`config.mk`:
```
export PLATFORM = sky130hd
export DESIGN_NAME = ppu_pixel_fifo_flat
export DESIGN_NICKNAME = d
export VERILOG_FILES = /design/src/rtl/ppu_pixel_fifo_if.sv /design/src/rtl/ppu_pixel_fifo.sv /design/src/flat_wrapper.sv
export SDC_FILE = /design/constraint.sdc
export NUM_CORES = 1
export LEC_CHECK = 0
export ABC_CLOCK_PERIOD_IN_PS = 5300
export CAP_MARGIN = 20
export CORE_ASPECT_RATIO = 0.75
export CORE_UTILIZATION = 30
export CTS_CLUSTER_DIAMETER = 100
export DETAILED_ROUTE_END_ITERATION = 10
export HOLD_SLACK_MARGIN = 0.1
export SYNTH_ARGS = -nofsm -noshare
export SYNTH_HDL_FRONTEND = slang
export SYNTH_SLANG_ARGS = --single-unit
```
`constraint.sdc`:
```
create_clock -name clk -period 5.3 [get_ports clk]
set_input_delay 1.06 -clock clk [delete_from_list [all_inputs] [get_ports clk]]
set_output_delay 1.06 -clock clk [all_outputs]
set_load 0.02 [all_outputs]
```
`src/rtl/ppu_pixel_fifo_if.sv`:
```
// Pixel FIFO bus: tile-row load side, pixel pop side and status.
// master drives loads/pops (fetcher + draw logic); slave is the FIFO itself.
interface ppu_pixel_fifo_if #(
  parameter int BPP    = 2,
  parameter int ROW_PX = 8,
  parameter int DEPTH  = 16
);
  localparam int DW = $clog2(ROW_PX);
  localparam int CW = $clog2(DEPTH + 1);

  logic                    clear;
  logic [DW-1:0]           discard;
  logic                    load_valid;
  logic                    load_ready;
  logic [BPP*ROW_PX-1:0]   load_planes;
  logic [2*(2**BPP)-1:0]   palette;
  logic                    pop;
  logic                    px_valid;
  logic [BPP-1:0]          px_idx;
  logic [1:0]              px_out;
  logic [CW-1:0]           count;
  logic                    empty;
  logic                    underflow;

  modport master (
    output clear, discard, load_valid, load_planes, palette, pop,
    input  load_ready, px_valid, px_idx, px_out, count, empty, underflow
  );

  modport slave (
    input  clear, discard, load_valid, load_planes, palette, pop,
    output load_ready, px_valid, px_idx, px_out, count, empty, underflow
  );
endinterface

```
`src/rtl/ppu_pixel_fifo.sv`:
```
// Planar tile-row in, one palette-mapped pixel out per pop, with scanline flush.
// Define PPU_FIFO_DISCARD_EN to enable fine-scroll discard of leading pixels.
module ppu_pixel_fifo #(
  parameter int BPP    = 2,
  parameter int ROW_PX = 8,
  parameter int DEPTH  = 16
) (
  input logic             clk,
  input logic             rst,
  ppu_pixel_fifo_if.slave bus
);
  localparam int AW = $clog2(DEPTH);
  localparam int CW = $clog2(DEPTH + 1);

  localparam logic [1:0] IDLE    = 2'd0;
  localparam logic [1:0] DISCARD = 2'd1;
  localparam logic [1:0] STREAM  = 2'd2;

  logic [1:0]     state;
  logic [AW-1:0]  wr_ptr;
  logic [AW-1:0]  rd_ptr;
  logic [CW-1:0]  count;
  logic [BPP-1:0] mem [DEPTH];

  logic           px_valid_p1;
  logic           underflow_p1;
  logic [BPP-1:0] px_idx_p1;
  logic [1:0]     px_out_p1;

  logic load_ready;
  logic load_acc;
  logic rd_en;
  logic drop_en;
  logic adv;

  function automatic logic [BPP-1:0] row_idx(input logic [BPP*ROW_PX-1:0] planes, input int k);
    logic [BPP-1:0] idx;
    for (int p = 0; p < BPP; p++) idx[p] = planes[p*ROW_PX + ROW_PX-1-k];
    return idx;
  endfunction

  function automatic logic [1:0] shade(input logic [2*(2**BPP)-1:0] pal, input logic [BPP-1:0] idx);
    return pal[2*idx +: 2];
  endfunction

  // Space is judged on registered count only so pop never reaches load_ready.
  assign load_ready = (count <= CW'(DEPTH - ROW_PX)) && !bus.clear;
  assign load_acc   = bus.load_valid && load_ready;
  assign rd_en      = (state == STREAM) && bus.pop && (count != '0) && !bus.clear;
  assign adv        = rd_en || drop_en;

`ifdef PPU_FIFO_DISCARD_EN
  localparam int DW = $clog2(ROW_PX);
  logic [DW-1:0] disc_cnt;
  assign drop_en = (state == DISCARD) && (count != '0) && !bus.clear;
`else
  logic unused_discard;
  assign unused_discard = ^bus.discard;
  assign drop_en = 1'b0;
`endif

  // Stage p0 -> p1: pointer/count/FSM update and registered pixel output
  always_ff @(posedge clk or posedge rst) begin
    if (rst) begin
      state        <= IDLE;
      wr_ptr       <= '0;
      rd_ptr       <= '0;
      count        <= '0;
      px_valid_p1  <= 1'b0;
      underflow_p1 <= 1'b0;
      px_idx_p1    <= '0;
      px_out_p1    <= '0;
`ifdef PPU_FIFO_DISCARD_EN
      disc_cnt     <= '0;
`endif
    end else if (bus.clear) begin
      state        <= IDLE;
      wr_ptr       <= '0;
      rd_ptr       <= '0;
      count        <= '0;
      px_valid_p1  <= 1'b0;
      underflow_p1 <= 1'b0;
`ifdef PPU_FIFO_DISCARD_EN
      disc_cnt     <= bus.discard;
`endif
    end else begin
      if (load_acc) wr_ptr <= wr_ptr + AW'(ROW_PX);
      if (adv)      rd_ptr <= rd_ptr + AW'(1);
      count <= count + (load_acc ? CW'(ROW_PX) : CW'(0)) - (adv ? CW'(1) : CW'(0));
      px_valid_p1  <= rd_en;
      underflow_p1 <= (state == STREAM) && bus.pop && (count == '0);
      if (rd_en) begin
        px_idx_p1 <= mem[rd_ptr];
        px_out_p1 <= shade(bus.palette, mem[rd_ptr]);
      end
      case (state)
        IDLE: begin
          if (load_acc) begin
`ifdef PPU_FIFO_DISCARD_EN
            state <= (disc_cnt != '0) ? DISCARD : STREAM;
`else
            state <= STREAM;
`endif
          end
        end
        DISCARD: begin
`ifdef PPU_FIFO_DISCARD_EN
          if (drop_en) begin
            disc_cnt <= disc_cnt - DW'(1);
            if (disc_cnt == DW'(1)) state <= STREAM;
          end
`else
          state <= STREAM;
`endif
        end
        STREAM:  state <= STREAM;
        default: state <= IDLE;
      endcase
    end
  end

  // Row storage: leftmost pixel lands at wr_ptr, no reset on data
  always_ff @(posedge clk) begin
    if (load_acc) begin
      for (int k = 0; k < ROW_PX; k++) mem[wr_ptr + AW'(k)] <= row_idx(bus.load_planes, k);
    end
  end

  assign bus.load_ready = load_ready;
  assign bus.px_valid   = px_valid_p1;
  assign bus.px_idx     = px_idx_p1;
  assign bus.px_out     = px_out_p1;
  assign bus.count      = count;
  assign bus.empty      = (count == '0);
  assign bus.underflow  = underflow_p1;
endmodule

```
`src/flat_wrapper.sv`:
```
// flat-port wrapper written by rule: the top's interface ports become plain ports
module ppu_pixel_fifo_flat 
#(
  parameter int BPP    = 2,
  parameter int ROW_PX = 8,
  parameter int DEPTH  = 16
)
  (clk, rst, bus_clear, bus_discard, bus_load_valid, bus_load_planes, bus_palette, bus_pop, bus_load_ready, bus_px_valid, bus_px_idx, bus_px_out, bus_count, bus_empty, bus_underflow);
  ppu_pixel_fifo_if #(.BPP(BPP), .ROW_PX(ROW_PX), .DEPTH(DEPTH)) bus_i ();
  input logic clk;
  input logic rst;
  input wire logic [$bits(bus_i.clear)-1:0] bus_clear;
  input wire logic [$bits(bus_i.discard)-1:0] bus_discard;
  input wire logic [$bits(bus_i.load_valid)-1:0] bus_load_valid;
  input wire logic [$bits(bus_i.load_planes)-1:0] bus_load_planes;
  input wire logic [$bits(bus_i.palette)-1:0] bus_palette;
  input wire logic [$bits(bus_i.pop)-1:0] bus_pop;
  output wire logic [$bits(bus_i.load_ready)-1:0] bus_load_ready;
  output wire logic [$bits(bus_i.px_valid)-1:0] bus_px_valid;
  output wire logic [$bits(bus_i.px_idx)-1:0] bus_px_idx;
  output wire logic [$bits(bus_i.px_out)-1:0] bus_px_out;
  output wire logic [$bits(bus_i.count)-1:0] bus_count;
  output wire logic [$bits(bus_i.empty)-1:0] bus_empty;
  output wire logic [$bits(bus_i.underflow)-1:0] bus_underflow;
  assign bus_i.clear = bus_clear;
  assign bus_i.discard = bus_discard;
  assign bus_i.load_valid = bus_load_valid;
  assign bus_i.load_planes = bus_load_planes;
  assign bus_i.palette = bus_palette;
  assign bus_i.pop = bus_pop;
  assign bus_load_ready = bus_i.load_ready;
  assign bus_px_valid = bus_i.px_valid;
  assign bus_px_idx = bus_i.px_idx;
  assign bus_px_out = bus_i.px_out;
  assign bus_count = bus_i.count;
  assign bus_empty = bus_i.empty;
  assign bus_underflow = bus_i.underflow;
  ppu_pixel_fifo #(.BPP(BPP), .ROW_PX(ROW_PX), .DEPTH(DEPTH)) u_core (.clk(clk), .rst(rst), .bus(bus_i));
endmodule
```
# ---- After elaboration in Yosys (flattened, before gate mapping)
# Memory sizes are Yosys's and may differ from the RTL's.
# Cells that the tools add are included.
dict set report op_classes {
  order_cmp 1
  n_addsub 11
  n_bitwise 1
  muxes 14
  reduce_logical 14
  shifts 1
  eq_ne 3
}
# cell count
set ops {}
lappend ops {{2-to-1 mux 4 bit} 5}
lappend ops {{adder 4 x 3 -> 4 bit, second input constant} 4}
lappend ops {{adder 4 x 1 -> 4 bit, second input constant} 2}
lappend ops {{adder 4 x 2 -> 4 bit, second input constant} 2}
lappend ops {{variable part select 8 x 4 -> 2 bit} 1}
lappend ops {{logical AND 1 bit} 6}
lappend ops {{adder 5 bit} 1}
lappend ops {{<= comparator 5 x 4 -> 1 bit, second input constant} 1}
lappend ops {{zero test 5 bit} 1}
lappend ops {{2-to-1 mux 1 bit} 5}
lappend ops {{2-to-1 mux 5 bit} 1}
lappend ops {{nonzero test 5 bit} 1}
lappend ops {{subtractor 5 bit} 1}
lappend ops {{adder 4 bit, second input constant} 1}
lappend ops {{2-to-1 mux 2 bit} 2}
lappend ops {{one-hot mux 2 bit (2 select lines)} 1}
lappend ops {{nonzero test 2 bit} 2}
lappend ops {{inequality test 3 x 2 -> 1 bit, second input constant} 1}
lappend ops {{equality test 2 x 1 -> 1 bit, second input constant} 1}
lappend ops {{equality test 2 bit, second input constant} 1}
lappend ops {{zero test 2 bit} 1}
lappend ops {{AND reduction 2 bit} 1}
lappend ops {{OR reduction 2 bit} 1}
lappend ops {{zero test 1 bit} 1}
lappend ops {{NOT 1 bit} 1}
dict set report totals {
  input_bits 32
  mem_bits_rw 32
  n_memories 1
  ff_bits 21
}
# name depth width read_ports rd_ports_with_merged_regs wr line
set memory_table {}
lappend memory_table {u_core.mem 16 2 1 0 8 ppu_pixel_fifo.sv:23} ;# logic [BPP-1:0] mem [DEPTH];

# ---- Logic depth before layout (Yosys ltp)
dict set report depth {
  ltp_word 7
  ltp_mapped 12
  depth_no_buf 11
}

# ---- Least setup slack after synthesis
# No wires, ideal clock.
dict set report synth_timing {
  kind {reg-to-reg}
  from {reg u_core.count[2] (netlist: u_core.bus.count[2])}
  to {reg u_core.count[3] (netlist: u_core.bus.count[3])}
  path_stages_with_launch 13
  arrival_time_ns 2.886
  path_slack_ns 2.282
  path_buffers 1
  cell_sequence {dfrtp_1 > or3_1 > nor3_1 > or3_1 > buf_2 > inv_1 > ha_1 > inv_1 > ha_1 > inv_1 > fa_1 > xor2_1 > nor2_1}
}
dict set report synth_between {
  elab_chain_len 7
  elab_cells_between_ends 11
}
# element line
set synth_lines {}
lappend synth_lines {{from (decl)} ppu_pixel_fifo.sv:22} ;# logic [CW-1:0] count;
lappend synth_lines {{from (signal assigned)} ppu_pixel_fifo.sv:89} ;# count <= count + (load_acc ? CW'(ROW_PX) : CW'(0)) - (adv ? CW'(1) : CW'(0));
lappend synth_lines {{<= comparator 5 x 4 -> 1 bit} ppu_pixel_fifo.sv:47} ;# assign load_ready = (count <= CW'(DEPTH - ROW_PX)) && !bus.clear;
lappend synth_lines {{logical AND 1 bit} ppu_pixel_fifo.sv:47}
lappend synth_lines {{logical AND 1 bit} ppu_pixel_fifo.sv:48} ;# assign load_acc = bus.load_valid && load_ready;
lappend synth_lines {{2-to-1 mux 4 bit} ppu_pixel_fifo.sv:89}
lappend synth_lines {{adder 5 bit} ppu_pixel_fifo.sv:89}
lappend synth_lines {{subtractor 5 bit (*)} ppu_pixel_fifo.sv:89}
lappend synth_lines {{2-to-1 mux 5 bit (*)} ppu_pixel_fifo.sv:76} ;# end else if (bus.clear) begin
# Mark *: on every way between the ends. The rest lies on a longest branch, timed or not.
# A chain may end at the register's enable or synchronous reset.

# ---- Worst setup path after layout
dict set report layout_timing {
  from {in bus_clear}
  to {out bus_load_ready}
}
dict set report layout_between {
  elab_chain_len 2
}
# element line
set layout_lines {}
lappend layout_lines {{from (decl)} flat_wrapper.sv:12} ;# input wire logic [$bits(bus_i.clear)-1:0] bus_clear;
lappend layout_lines {{zero test 1 bit} ppu_pixel_fifo.sv:47}
lappend layout_lines {{logical AND 1 bit} ppu_pixel_fifo.sv:47}
lappend layout_lines {{to (decl)} flat_wrapper.sv:18} ;# output wire logic [$bits(bus_i.load_ready)-1:0] bus_load_ready;
# No other way between the ends.

==> impl_metrics.env <==
export IMPL_synth_nets=280
export IMPL_combinationalPowerShare_pct=31.5
export IMPL_cts_buffers=5
export IMPL_tightest_slew_ps=927.3
export IMPL_synth_seq_cells=49
export IMPL_die_width_um=108.6
export IMPL_grt_pass1_wl_um=8797
export IMPL_cts_resized=0
export IMPL_drv_cap=0
export IMPL_grt_pass1_vias=1727
export IMPL_end_kind="output pin"
export IMPL_p_switching_mw=0.3817
export IMPL_cts_tree="built"
export IMPL_post_synth_instance_area_um2=2556
export IMPL_post_cts_buffers=0
export IMPL_seqPwrFrac_pct=42.4
export IMPL_placed_area_um2=3040
export IMPL_clk_insertion_delay_late_ps=290
export IMPL_clockRootBuffer="clkbuf_16"
export IMPL_vias=1772
export IMPL_hold_violations=0
export IMPL_ys_types=40
export IMPL_cts_sinks=49
export IMPL_fin_area_um2=3187
export IMPL_hpwl_um=4001
export IMPL_clkPwrFrac_pct=26.1
export IMPL_wirelength_um=5443
export IMPL_p_sw_share_pct=31.71
export IMPL_ys_flop_type="edfxtp_1"
export IMPL_maxSlewViolCount=0
export IMPL_dieArea_um2=8897
export IMPL_drc=0
export IMPL_cts_htree_levels=2
export IMPL_path_class="input pin to output pin"
export IMPL_status="finished clean"
export IMPL_fin_nets=316
export IMPL_cp_arrival_ps=2810
export IMPL_drive_gt1_share_pct=9.353
export IMPL_gp_congestion=0.7435
export IMPL_clock_skew_ps=8.596
export IMPL_p_leak_nw=1.260
export IMPL_clockBufferDepth=2
export IMPL_hold_class="register to register"
export IMPL_track_usage_pct=13.23
export IMPL_top_level_ports=45
export IMPL_powerDensity_nw_per_um2=377.8
export IMPL_die_y_um=81.94
export IMPL_drt_iter0_markers=54
export IMPL_synth_cells=241
export IMPL_seq_area_frac_synth_pct=54.23
export IMPL_finalCritPeriodShare_pct=73.05
export IMPL_drtAntennaViolNets=0
export IMPL_synth_edf_count=32
export IMPL_setup_viol=0
export IMPL_critPathLaunchType="input pin"
export IMPL_core_area_um2=8058
export IMPL_wire_per_inst_um=14.21
export IMPL_clk_pin_slew_ps=70
export IMPL_yosysWarnings=0
export IMPL_fmax_mhz=258.3
export IMPL_grt_max_degree=23
export IMPL_rows=28
export IMPL_async_flop_share_pct=34.69
export IMPL_critPathRequiredTime_ps=4240
export IMPL_period_minus_slack_ps=3871
export IMPL_maxSlewHeadroom_pct=38.11
export IMPL_start_util_pct=31.72
export IMPL_cp_max_fo=14
export IMPL_avgSynthCellArea_um2=10.61
export IMPL_power_internal_mw=0.8221
export IMPL_whs_ps=477.8
export IMPL_rsz0062_at_grt="no"
export IMPL_antenna_cells=0
export IMPL_numPortBuffers=41
export IMPL_fillers=818
export IMPL_antenna_found_initial=0
export IMPL_via_per_inst=4.627
export IMPL_hold_buffers=0
export IMPL_peakVddDrop_mv=0.1597
export IMPL_syn_to_final_growth_pct=24.67
export IMPL_tns_ps=0
export IMPL_dr_pass1_iters=4
export IMPL_grt_ovfl_total=0
## per-stage QoR
step	setup WS [ps]	total power, mW	cells	utilization [%]
final	1429	1.204	383	39.55
after global routing	1343	1.273	383	39.55
after CTS	1405	1.215	383	39.55
after detailed placement	1406	0.9006	375	37.73
after global placement	1432	0.8899	375	37.73
after floorplan	2282	0.7539	241	-
## placed cells by master (no fill, tap or decap), drive strengths merged, types with 3 or more instances in the layout
| cell | instances |
|---|---|
| nor2 | 15 |
| edfxtp | 32 |
| a21oi | 7 |
| mux2 | 6 |
| mux4 | 4 |
| ha | 6 |
| a22oi | 3 |
| inv | 19 |
| dfrtp | 17 |
| clkdlybuf4s50 | 41 |
| nor2b | 4 |
| nand2 | 70 |
| xnor2 | 4 |
| o21ai | 7 |
| clkbuf | 5 |
| and4 | 4 |
| a211oi | 6 |
| mux2i | 9 |
## path summary, 6_finish.rpt
path / startpoint / endpoint / slack, ps / depth (start not counted)
max reg2reg: u_core.bus.count[2] / u_core.bus.count[3] / 2280 / 11
max in group asynchronous: rst / u_core.bus.px_idx[1] / 3690 / 2
min reg2reg: u_core.bus.px_idx[0] / u_core.bus.px_idx[0] / 480 / 1
max: bus_clear / bus_load_ready / 1430 / 3
min in group asynchronous: rst / u_core.bus.underflow / 1170 / 2
min: u_core.bus.px_idx[0] / u_core.bus.px_idx[0] / 480 / 1
## power groups by stage
stage / clock network [mW] / logic (mW) / registers [mW]
after floorplan: 0 / 0.220 / 0.534
after CTS: 0.322 / 0.382 / 0.512
after global routing: 0.339 / 0.417 / 0.518
after detailed placement: 0 / 0.381 / 0.520
final: 0.314 / 0.379 / 0.510
after global placement: 0 / 0.372 / 0.518
## state kept, by name, indices dropped and copies added (netlist names)
| name | flops |
|---|---|
| u_core.bus.underflow | 1 |
| u_core.state | 1 |
| u_core.bus.px_idx | 2 |
| u_core.wr_ptr | 1 |
| u_core.bus.count | 5 |
| u_core.bus.px_valid | 1 |
| u_core.rd_ptr | 4 |
| u_core.bus.px_out | 2 |
| u_core.mem | 32 |
## area by class of cell
| cell class | count | area, um2 | share of cell area (%) |
|---|---|---|---|
| clock buffer | 5 | 125.1 | 3.926 |
| clock inverter | 3 | 21.27 | 0.6675 |
| inverter | 18 | 67.56 | 2.120 |
| multi-input combinational | 162 | 1045 | 32.78 |
| sequential | 49 | 1386 | 43.50 |
| tap | 105 | 131.4 | 4.122 |
| timing repair buffer | 41 | 410.4 | 12.88 |
## layer usage
layer	wire, um	part of all wire, %	vias up	global-route usage [%]
met1	2864	53	843	18.72
met3	205	3.8	2	2.778
met4	19	0.35	0	3.243
li1	-	-	898	-
met2	2353	43	29	20.63
met5	0	0	-	0
## synthesized netlist by cell type, types with 3 or more instances
| library cell | instances | area share (%) |
|---|---|---|
| a211oi_1 | 5 | 1.5 |
| a21oi_1 | 7 | 1.4 |
| a22oi_1 | 3 | 0.88 |
| and4_1 | 4 | 1.4 |
| buf_2 | 4 | 0.78 |
| clkbuf_1 | 6 | 0.88 |
| dfrtp_1 | 17 | 17 |
| edfxtp_1 | 32 | 38 |
| ha_1 | 6 | 2.9 |
| inv_1 | 12 | 1.8 |
| inv_2 | 6 | 0.88 |
| mux2_1 | 4 | 1.8 |
| mux2i_1 | 8 | 3.1 |
| mux4_2 | 3 | 2.6 |
| nand2_1 | 69 | 10 |
| nor2_1 | 14 | 2.1 |
| nor2b_1 | 4 | 0.98 |
| o21ai_1 | 3 | 0.59 |
| xnor2_1 | 4 | 1.4 |
## cells by family (layout without fill, tap and decap cells)
family                     count (synthesis)  in the layout  synth area share (%)
and+or+nand+nor                          102            102                 17.38
DFF                                       49             49                 54.23
buffers and inverters                     30             67                 4.894
AOI/OAI and AO/OA                         28             28                 7.391
muxes                                     19             19                 10.33
adders and majority gates                  7              7                 3.720
xor gates and xnor gates                   6              6                 2.056
## critical path: stages
cell and delay (ps):
clkdlybuf4s50_1 680, a211oi_2 390, clkdlybuf4s50_1 680
(Power assumes the default switching activity.)
